==> config.mk <==
export PLATFORM = sky130hd
export DESIGN_NAME = pmmu_arbiter_flat
export DESIGN_NICKNAME = d
export VERILOG_FILES = /design/src/rtl/pmmu_arbiter_pkg.sv /design/src/rtl/pmmu_arbiter_if.sv /design/src/rtl/Register.sv /design/src/rtl/pmmu_arbiter.sv /design/src/flat_wrapper.sv
export SDC_FILE = /design/constraint.sdc
export NUM_CORES = 1
export LEC_CHECK = 0
export ABC_AREA = 1
export BUFFER_PORTS_ARGS = -buffer_cell sky130_fd_sc_hd__buf_4
export CAP_MARGIN = 20
export CELL_PAD_IN_SITES_DETAIL_PLACEMENT = 0
export CELL_PAD_IN_SITES_GLOBAL_PLACEMENT = 2
export CORE_UTILIZATION = 24
export CTS_BUF_LIST = sky130_fd_sc_hd__clkbuf_8
export DETAILED_ROUTE_END_ITERATION = 16
export PLACE_DENSITY = 0.77
export SLEW_MARGIN = 0
export SYNTH_ARGS = -nofsm -noshare
export SYNTH_HDL_FRONTEND = slang
export SYNTH_SLANG_ARGS = --single-unit
==> constraint.sdc <==
create_clock -name clk_i -period 1.25 [get_ports clk_i]
set_input_delay 0.25 -clock clk_i [delete_from_list [all_inputs] [get_ports clk_i]]
set_output_delay 0.25 -clock clk_i [all_outputs]
set_load 0.01 [all_outputs]
==> src/rtl/pmmu_arbiter_pkg.sv <==
// Shared definitions for the Pmmu port arbiter: FSM states, requester IDs,
// the fixed debug access size and the watchdog counter width.
package pmmu_arbiter_pkg;

  typedef enum logic [2:0] {
    ST_IDLE,
    ST_CPU_ACC,
    ST_CPU_DONE,
    ST_DBG_ACC,
    ST_DBG_DONE
  } state_e;

  localparam logic       REQ_CPU     = 1'b0;
  localparam logic       REQ_DBG     = 1'b1;
  localparam logic [2:0] WORD_FUNCT3 = 3'b010;
  localparam int         WDOG_W      = 4;

  function automatic logic is_acc(input state_e s);
    return (s == ST_CPU_ACC) || (s == ST_DBG_ACC);
  endfunction

endpackage

==> src/rtl/pmmu_arbiter_if.sv <==
// Bundle of CPU, debug and Pmmu signals around the arbiter. The slave modport
// is the arbiter's view; the master modport is the surrounding requesters/Pmmu.
interface pmmu_arbiter_if #(
  parameter int DATA_WIDTH = 32
);
  logic                  cpu_rd_i;
  logic                  cpu_wr_i;
  logic [DATA_WIDTH-1:0] cpu_addr_i;
  logic [DATA_WIDTH-1:0] cpu_wd_i;
  logic [2:0]            cpu_funct3_i;
  logic                  cpu_busy_o;
  logic                  cpu_done_o;
  logic [DATA_WIDTH-1:0] cpu_rd_data_o;

  logic                  dbg_req_i;
  logic                  dbg_we_i;
  logic [DATA_WIDTH-1:0] dbg_addr_i;
  logic [DATA_WIDTH-1:0] dbg_wd_i;
  logic                  dbg_ack_o;
  logic [DATA_WIDTH-1:0] dbg_rd_data_o;

  logic [DATA_WIDTH-1:0] mem_addr_o;
  logic [DATA_WIDTH-1:0] mem_wd_o;
  logic                  mem_rd_o;
  logic                  mem_wr_o;
  logic [2:0]            mem_funct3_o;
  logic [DATA_WIDTH-1:0] mem_rd_data_i;
  logic                  mem_rdy_i;

  logic                  err_o;
  logic                  err_src_o;

  modport slave (
    input  cpu_rd_i, cpu_wr_i, cpu_addr_i, cpu_wd_i, cpu_funct3_i,
    output cpu_busy_o, cpu_done_o, cpu_rd_data_o,
    input  dbg_req_i, dbg_we_i, dbg_addr_i, dbg_wd_i,
    output dbg_ack_o, dbg_rd_data_o,
    output mem_addr_o, mem_wd_o, mem_rd_o, mem_wr_o, mem_funct3_o,
    input  mem_rd_data_i, mem_rdy_i,
    output err_o, err_src_o
  );

  modport master (
    output cpu_rd_i, cpu_wr_i, cpu_addr_i, cpu_wd_i, cpu_funct3_i,
    input  cpu_busy_o, cpu_done_o, cpu_rd_data_o,
    output dbg_req_i, dbg_we_i, dbg_addr_i, dbg_wd_i,
    input  dbg_ack_o, dbg_rd_data_o,
    input  mem_addr_o, mem_wd_o, mem_rd_o, mem_wr_o, mem_funct3_o,
    output mem_rd_data_i, mem_rdy_i,
    input  err_o, err_src_o
  );

endinterface

==> src/rtl/Register.sv <==
// Enabled data register with asynchronous active-low clear; used for the
// read-data captures of both arbiter ports.
module Register #(
  parameter int WIDTH = 32
) (
  input  logic             clk_i,
  input  logic             reset_i,
  input  logic             en_i,
  input  logic [WIDTH-1:0] d_i,
  output logic [WIDTH-1:0] q_o
);

  always_ff @(posedge clk_i or negedge reset_i) begin
    if (!reset_i) begin
      q_o <= '0;
    end else if (en_i) begin
      q_o <= d_i;
    end
  end

endmodule

==> src/rtl/pmmu_arbiter.sv <==
// Shares the single Pmmu port between the CPU datapath and the debug port,
// round-robin on ties, with a per-access watchdog that forces completion.
module pmmu_arbiter
  import pmmu_arbiter_pkg::*;
#(
  parameter int DATA_WIDTH     = 32,
  parameter int TIMEOUT_CYCLES = 15
) (
  input  logic         clk_i,
  input  logic         reset_i,
  pmmu_arbiter_if.slave bus
);

  localparam logic [WDOG_W-1:0] LP_WDOG_LAST = WDOG_W'(TIMEOUT_CYCLES - 1);

  state_e                  r_state;
  logic                    r_last;
  logic [WDOG_W-1:0]       r_wdog;
  logic [DATA_WIDTH-1:0]   r_mem_addr;
  logic [DATA_WIDTH-1:0]   r_mem_wd;
  logic                    r_mem_rd;
  logic                    r_mem_wr;
  logic [2:0]              r_mem_funct3;
  logic                    r_cpu_done;
  logic                    r_dbg_ack;
  logic                    r_err;
  logic                    r_err_src;

  logic                    w_cpu_req;
  logic                    w_grant_cpu;
  logic                    w_acc_end;
  logic                    w_cpu_cap;
  logic                    w_dbg_cap;
  logic [DATA_WIDTH-1:0]   w_cap_data;
  logic [DATA_WIDTH-1:0]   w_cpu_rd_data;
  logic [DATA_WIDTH-1:0]   w_dbg_rd_data;

  assign w_cpu_req   = bus.cpu_rd_i | bus.cpu_wr_i;
  // On a tie the requester that was not served last wins.
  assign w_grant_cpu = w_cpu_req && (!bus.dbg_req_i || (r_last == REQ_DBG));
  assign w_acc_end   = bus.mem_rdy_i || (r_wdog == LP_WDOG_LAST);

  // A timed-out read still completes, returning zero instead of Pmmu data.
  assign w_cap_data  = bus.mem_rdy_i ? bus.mem_rd_data_i : '0;
  assign w_cpu_cap   = (r_state == ST_CPU_ACC) && r_mem_rd && w_acc_end;
  assign w_dbg_cap   = (r_state == ST_DBG_ACC) && r_mem_rd && w_acc_end;

  Register #(.WIDTH(DATA_WIDTH)) u_cpu_rd_data (
    .clk_i   (clk_i),
    .reset_i (reset_i),
    .en_i    (w_cpu_cap),
    .d_i     (w_cap_data),
    .q_o     (w_cpu_rd_data)
  );

  Register #(.WIDTH(DATA_WIDTH)) u_dbg_rd_data (
    .clk_i   (clk_i),
    .reset_i (reset_i),
    .en_i    (w_dbg_cap),
    .d_i     (w_cap_data),
    .q_o     (w_dbg_rd_data)
  );

  always_ff @(posedge clk_i or negedge reset_i) begin
    if (!reset_i) begin
      r_state      <= ST_IDLE;
      r_last       <= REQ_DBG;
      r_wdog       <= '0;
      r_mem_addr   <= '0;
      r_mem_wd     <= '0;
      r_mem_rd     <= 1'b0;
      r_mem_wr     <= 1'b0;
      r_mem_funct3 <= '0;
      r_cpu_done   <= 1'b0;
      r_dbg_ack    <= 1'b0;
      r_err        <= 1'b0;
      r_err_src    <= 1'b0;
    end else begin
      r_cpu_done <= 1'b0;
      r_dbg_ack  <= 1'b0;
      r_err      <= 1'b0;
      unique case (r_state)
        ST_IDLE: begin
          if (w_grant_cpu) begin
            r_mem_addr   <= bus.cpu_addr_i;
            r_mem_wd     <= bus.cpu_wd_i;
            r_mem_funct3 <= bus.cpu_funct3_i;
            // Write wins when the CPU raises both strobes.
            r_mem_wr     <= bus.cpu_wr_i;
            r_mem_rd     <= ~bus.cpu_wr_i;
            r_last       <= REQ_CPU;
            r_wdog       <= '0;
            r_state      <= ST_CPU_ACC;
          end else if (bus.dbg_req_i) begin
            r_mem_addr   <= bus.dbg_addr_i;
            r_mem_wd     <= bus.dbg_wd_i;
            r_mem_funct3 <= WORD_FUNCT3;
            r_mem_wr     <= bus.dbg_we_i;
            r_mem_rd     <= ~bus.dbg_we_i;
            r_last       <= REQ_DBG;
            r_wdog       <= '0;
            r_state      <= ST_DBG_ACC;
          end
        end
        ST_CPU_ACC, ST_DBG_ACC: begin
          if (w_acc_end) begin
            r_mem_rd <= 1'b0;
            r_mem_wr <= 1'b0;
            r_err    <= ~bus.mem_rdy_i;
            if (!bus.mem_rdy_i) begin
              r_err_src <= (r_state == ST_DBG_ACC) ? REQ_DBG : REQ_CPU;
            end
            if (r_state == ST_CPU_ACC) begin
              r_cpu_done <= 1'b1;
              r_state    <= ST_CPU_DONE;
            end else begin
              r_dbg_ack <= 1'b1;
              r_state   <= ST_DBG_DONE;
            end
          end else begin
            r_wdog <= r_wdog + 1'b1;
          end
        end
        ST_CPU_DONE, ST_DBG_DONE: begin
          r_state <= ST_IDLE;
        end
        default: begin
          r_state <= ST_IDLE;
        end
      endcase
    end
  end

  // The sequencer is released only in the completion cycle of its own access.
  assign bus.cpu_busy_o    = reset_i && w_cpu_req && (r_state != ST_CPU_DONE) &&
                             (is_acc(r_state) || (r_state != ST_CPU_DONE));
  assign bus.cpu_done_o    = r_cpu_done;
  assign bus.cpu_rd_data_o = w_cpu_rd_data;
  assign bus.dbg_ack_o     = r_dbg_ack;
  assign bus.dbg_rd_data_o = w_dbg_rd_data;
  assign bus.mem_addr_o    = r_mem_addr;
  assign bus.mem_wd_o      = r_mem_wd;
  assign bus.mem_rd_o      = r_mem_rd;
  assign bus.mem_wr_o      = r_mem_wr;
  assign bus.mem_funct3_o  = r_mem_funct3;
  assign bus.err_o         = r_err;
  assign bus.err_src_o     = r_err_src;

endmodule

==> src/flat_wrapper.sv <==
// flat-port wrapper written by rule: the top's interface ports become plain ports
module pmmu_arbiter_flat import pmmu_arbiter_pkg::*;
#(
  parameter int DATA_WIDTH     = 32,
  parameter int TIMEOUT_CYCLES = 15
)
  (clk_i, reset_i, bus_cpu_rd_i, bus_cpu_wr_i, bus_cpu_addr_i, bus_cpu_wd_i, bus_cpu_funct3_i, bus_cpu_busy_o, bus_cpu_done_o, bus_cpu_rd_data_o, bus_dbg_req_i, bus_dbg_we_i, bus_dbg_addr_i, bus_dbg_wd_i, bus_dbg_ack_o, bus_dbg_rd_data_o, bus_mem_addr_o, bus_mem_wd_o, bus_mem_rd_o, bus_mem_wr_o, bus_mem_funct3_o, bus_mem_rd_data_i, bus_mem_rdy_i, bus_err_o, bus_err_src_o);
  pmmu_arbiter_if #(.DATA_WIDTH(DATA_WIDTH)) bus_i ();
  input  logic clk_i;
  input  logic reset_i;
  input wire logic [$bits(bus_i.cpu_rd_i)-1:0] bus_cpu_rd_i;
  input wire logic [$bits(bus_i.cpu_wr_i)-1:0] bus_cpu_wr_i;
  input wire logic [$bits(bus_i.cpu_addr_i)-1:0] bus_cpu_addr_i;
  input wire logic [$bits(bus_i.cpu_wd_i)-1:0] bus_cpu_wd_i;
  input wire logic [$bits(bus_i.cpu_funct3_i)-1:0] bus_cpu_funct3_i;
  output wire logic [$bits(bus_i.cpu_busy_o)-1:0] bus_cpu_busy_o;
  output wire logic [$bits(bus_i.cpu_done_o)-1:0] bus_cpu_done_o;
  output wire logic [$bits(bus_i.cpu_rd_data_o)-1:0] bus_cpu_rd_data_o;
  input wire logic [$bits(bus_i.dbg_req_i)-1:0] bus_dbg_req_i;
  input wire logic [$bits(bus_i.dbg_we_i)-1:0] bus_dbg_we_i;
  input wire logic [$bits(bus_i.dbg_addr_i)-1:0] bus_dbg_addr_i;
  input wire logic [$bits(bus_i.dbg_wd_i)-1:0] bus_dbg_wd_i;
  output wire logic [$bits(bus_i.dbg_ack_o)-1:0] bus_dbg_ack_o;
  output wire logic [$bits(bus_i.dbg_rd_data_o)-1:0] bus_dbg_rd_data_o;
  output wire logic [$bits(bus_i.mem_addr_o)-1:0] bus_mem_addr_o;
  output wire logic [$bits(bus_i.mem_wd_o)-1:0] bus_mem_wd_o;
  output wire logic [$bits(bus_i.mem_rd_o)-1:0] bus_mem_rd_o;
  output wire logic [$bits(bus_i.mem_wr_o)-1:0] bus_mem_wr_o;
  output wire logic [$bits(bus_i.mem_funct3_o)-1:0] bus_mem_funct3_o;
  input wire logic [$bits(bus_i.mem_rd_data_i)-1:0] bus_mem_rd_data_i;
  input wire logic [$bits(bus_i.mem_rdy_i)-1:0] bus_mem_rdy_i;
  output wire logic [$bits(bus_i.err_o)-1:0] bus_err_o;
  output wire logic [$bits(bus_i.err_src_o)-1:0] bus_err_src_o;
  assign bus_i.cpu_rd_i = bus_cpu_rd_i;
  assign bus_i.cpu_wr_i = bus_cpu_wr_i;
  assign bus_i.cpu_addr_i = bus_cpu_addr_i;
  assign bus_i.cpu_wd_i = bus_cpu_wd_i;
  assign bus_i.cpu_funct3_i = bus_cpu_funct3_i;
  assign bus_cpu_busy_o = bus_i.cpu_busy_o;
  assign bus_cpu_done_o = bus_i.cpu_done_o;
  assign bus_cpu_rd_data_o = bus_i.cpu_rd_data_o;
  assign bus_i.dbg_req_i = bus_dbg_req_i;
  assign bus_i.dbg_we_i = bus_dbg_we_i;
  assign bus_i.dbg_addr_i = bus_dbg_addr_i;
  assign bus_i.dbg_wd_i = bus_dbg_wd_i;
  assign bus_dbg_ack_o = bus_i.dbg_ack_o;
  assign bus_dbg_rd_data_o = bus_i.dbg_rd_data_o;
  assign bus_mem_addr_o = bus_i.mem_addr_o;
  assign bus_mem_wd_o = bus_i.mem_wd_o;
  assign bus_mem_rd_o = bus_i.mem_rd_o;
  assign bus_mem_wr_o = bus_i.mem_wr_o;
  assign bus_mem_funct3_o = bus_i.mem_funct3_o;
  assign bus_i.mem_rd_data_i = bus_mem_rd_data_i;
  assign bus_i.mem_rdy_i = bus_mem_rdy_i;
  assign bus_err_o = bus_i.err_o;
  assign bus_err_src_o = bus_i.err_src_o;
  pmmu_arbiter #(.DATA_WIDTH(DATA_WIDTH), .TIMEOUT_CYCLES(TIMEOUT_CYCLES)) u_core (.clk_i(clk_i), .reset_i(reset_i), .bus(bus_i));
endmodule
==> results.toml <==
[cells_and_area]
fin_util_pct = 46.8
fillerInstances = 2695
multi_input_area_sq_mm = 0.00327
layout-drive-gt1-share_pct = 53.3
layoutNonFillerInstCount = 1607
final_net_count = 1394
final-seq-area_sq_mm = 0.00363
area_delta_synth_final_pct = 90.1
n_antenna_cell = 0

[timing]
worst_pin_slew_ns = 0.701
worst_slack_ns = -0.355
fin_crit_ns = 1.61
setup_viol = 179
rsz0062_at_grt = "true"
hold_viol_final = 0
fin_skew_ns = 0.0134
slew_headroom_pct = 53.2
drv_slew = 0
period_share_pct = 128
max_freq_mhz = 623

[die]
core_sq_mm = 0.0272
rows = 60
die_w_microns = 169
start_util_pct = 24.6
die_h_microns = 169
die_area_sq_mm = 0.0286
ios = 308

[yosys]
synth_flop_cell = "dfrtp_1"
synthCells = 768
synth_cell_types = 28
async_reset_ff_share_pct = 100
synth_area_leaders = "dfrtp_1, nand2_1, a21o_1"
synth_edf_count = 0
synth_area_leader_cell = "dfrtp_1"
yosysMostFrequentCell = "nand2_1"
netlist_area_sq_mm = 0.00670
synth_warnings = 0
synth_nets = 940
yosysTopAreaCellShare_pct = 53.8
netlist_top_cells_count = "nand2_1, dfrtp_1, nand3_1, a21o_1, o21ai_1"
synth_seq_area_share_pct = 54.2
avgSynthCellArea_sq_um = 8.72
ys_ff_latch = 145

[outcome]
failed_checks = "negative setup slack"
status = "complete, but fails checks"

[worst_setup_path]
arrival_ns = 2.00
cp.required_ns = 1.64
end_kind = "register"
worstSetupPathType = "reg -> reg"
start_kind = "register"
crit_fanout = 8

[cts]
path_clk_slew_ns = 0.11
clock_path_buffers = 2
clockRootBuffer = "clkbuf_8"
htreeDepth = 4
cts_made_buffers = 17
cts_tree = "built"
clock-sinks = 145
clk_latency_ns = 0.46

[route]
via_per_inst = 4.42
antenna_left = 0
drc_errors = 0
wire_per_inst_microns = 17.3
drt_iter0_drc = 258
dr.pass1.iters = 5
wl_microns = 27700
via_count = 7098

[global_route]
grt_antenna_before_repair = 0
overflow = 0
grt_pass1_wl_microns = 40400
track_usage_pct = 18.6
grt_max_degree = 77
grt_pass1_vias = 7025

[power]
irDropWorstVdd_mv = 0.922
cellPowerDensity_mw_per_mm2 = 2410
finalPower_mw = 30.7
leakage_nw = 6.51

[placed_design]
portBuffers = 307
gp_congestion = 0.754
pre_cts_ws_ns = -0.161
dpl.hpwl_microns = 17200
place_inst = 1445

[run]
maxCapViolations = 0

[hold_path]
min_path_type = "in -> reg"
[state kept, by name, summed over array words and instances, names as in the netlist]
| signal | cells |
|---|---|
| u_core.bus.cpu_done_o | 1 |
| u_core.bus.dbg_ack_o | 1 |
| u_core.bus.err_o | 1 |
| u_core.bus.err_src_o | 1 |
| u_core.bus.mem_addr_o | 32 |
| u_core.bus.mem_funct3_o | 3 |
| u_core.bus.mem_rd_o | 1 |
| u_core.bus.mem_wd_o | 32 |
| u_core.bus.mem_wr_o | 1 |
| u_core.r_last | 1 |
| u_core.r_state | 3 |
| u_core.r_wdog | 4 |
| u_core.u_cpu_rd_data.q_o | 32 |
| u_core.u_dbg_rd_data.q_o | 32 |
[stage by stage]
| step | hold slack, ns | cell area (sq um) | setup TNS, ns |
|---|---|---|---|
| 6_report | 0.0648 | 12700 | -35.63 |
| 2_1_floorplan | -0.0456 | 6850 | -2.09 |
| 5_1_grt | 0.0352 | 12700 | -54.60 |
| 3_3_place_gp | 0.457 | 9750 | -15.22 |
| 4_1_cts | 0.0111 | 11800 | -39.48 |
| 3_5_place_dp | 0.458 | 9750 | -16.97 |
[repair_timing]
item,4_1_cts,5_1_grt
cloned,19,10
endpoints found under the hold margin,147,0
gates resized for setup,188,140
setup buffers,51,52
pin swaps,4,21
hold buffers,4,0
endpoints found under the setup margin,278,283
[placed cells by master (no fill, tap or decap), types with 2 or more instances in the layout]
master	Yosys	layout
dfrtp_1	144	142
nor2_1	12	5
o21ai_1	48	32
nand3_1	73	71
o21ai_2	17	38
inv_6	0	5
buf_8	0	3
a21oi_1	3	3
clkbuf_16	0	8
nand2_2	4	42
inv_2	3	5
inv_8	0	5
buf_4	5	279
nor3_4	1	2
nand2_4	0	36
a21o_1	63	63
nor2_4	1	6
buf_12	0	23
clkbuf_8	0	17
buf_16	0	10
buf_6	15	157
dlygate4sd3_1	0	4
nand2_1	321	246
nor2_2	0	2
clkinv_8	0	5
nand2_8	0	4
inv_1	11	9
dfrtp_2	0	2
nand3_4	1	3
[critical path: stages (launching register included)]
cell,delay [ns]
dfrtp_2,0.43
inv_2,0.08
buf_6,0.11
nand2_4,0.05
nor2_4,0.16
buf_6,0.14
nand2_8,0.14
buf_12,0.22
a21o_1,0.15
nand2_1,0.06
[per-layer routing]
| layer | vias to the layer above | GRT usage (%) | part of all wire, % | routed length (microns) |
|---|---|---|---|---|
| li1 | 3427 | - | - | - |
| met1 | 3417 | 22.4 | 41 | 11300 |
| met2 | 215 | 31.8 | 50 | 14000 |
| met3 | 39 | 4.49 | 6.0 | 1680 |
| met4 | 0 | 7.52 | 2.7 | 756 |
| met5 | - | 0 | 0 | 0 |
[where the power goes]
part           internal [mW]  switching, mW
Clock                   1.55           2.41
Combinational           10.4           7.72
Sequential              6.90           1.70
[cells by family (layout without fill, tap and decap cells)]
kind of cell,after synthesis,in the layout,share of synthesized area (%)
adder cells (fa/ha/maj),2,2,0.374
buffers and inverters,67,531,6.20
AO/OA/AOI/OAI,138,138,13.7
AND/OR/NAND/NOR,416,419,25.6
flip-flops,145,145,54.2
[final timing paths]
path                            slack [ns]                                  start                                       end  cells after the start
worst max-delay path                 -0.36          u_core.r_state[2]$_DFFE_PN0P_       u_core.bus.mem_wd_o[10]$_DFFE_PN0P_                      9
worst min-delay path                  0.06                  bus_mem_rd_data_i[17]  u_core.u_cpu_rd_data.q_o[17]$_DFFE_PN0P_                      3
worst max register to register       -0.36          u_core.r_state[2]$_DFFE_PN0P_       u_core.bus.mem_wd_o[10]$_DFFE_PN0P_                      9
worst min register to register        0.51  u_core.bus.mem_addr_o[11]$_DFFE_PN0P_     u_core.bus.mem_addr_o[11]$_DFFE_PN0P_                      2
max in group asynchronous             0.29                                reset_i                 u_core.r_last$_DFFE_PN1P_                      4
min in group asynchronous             0.55                                reset_i              u_core.r_wdog[1]$_DFFE_PN0P_                      4
[area by class of cell]
type	count	share of cell area, %
multi-input cells	559	25.7
flip-flops and latches	145	28.5
repair buffers	484	38.4
inverters	15	0.482
clock buffers	17	1.84
clock inverters	15	1.43
well taps	372	3.66
(Power assumes the default switching activity.)
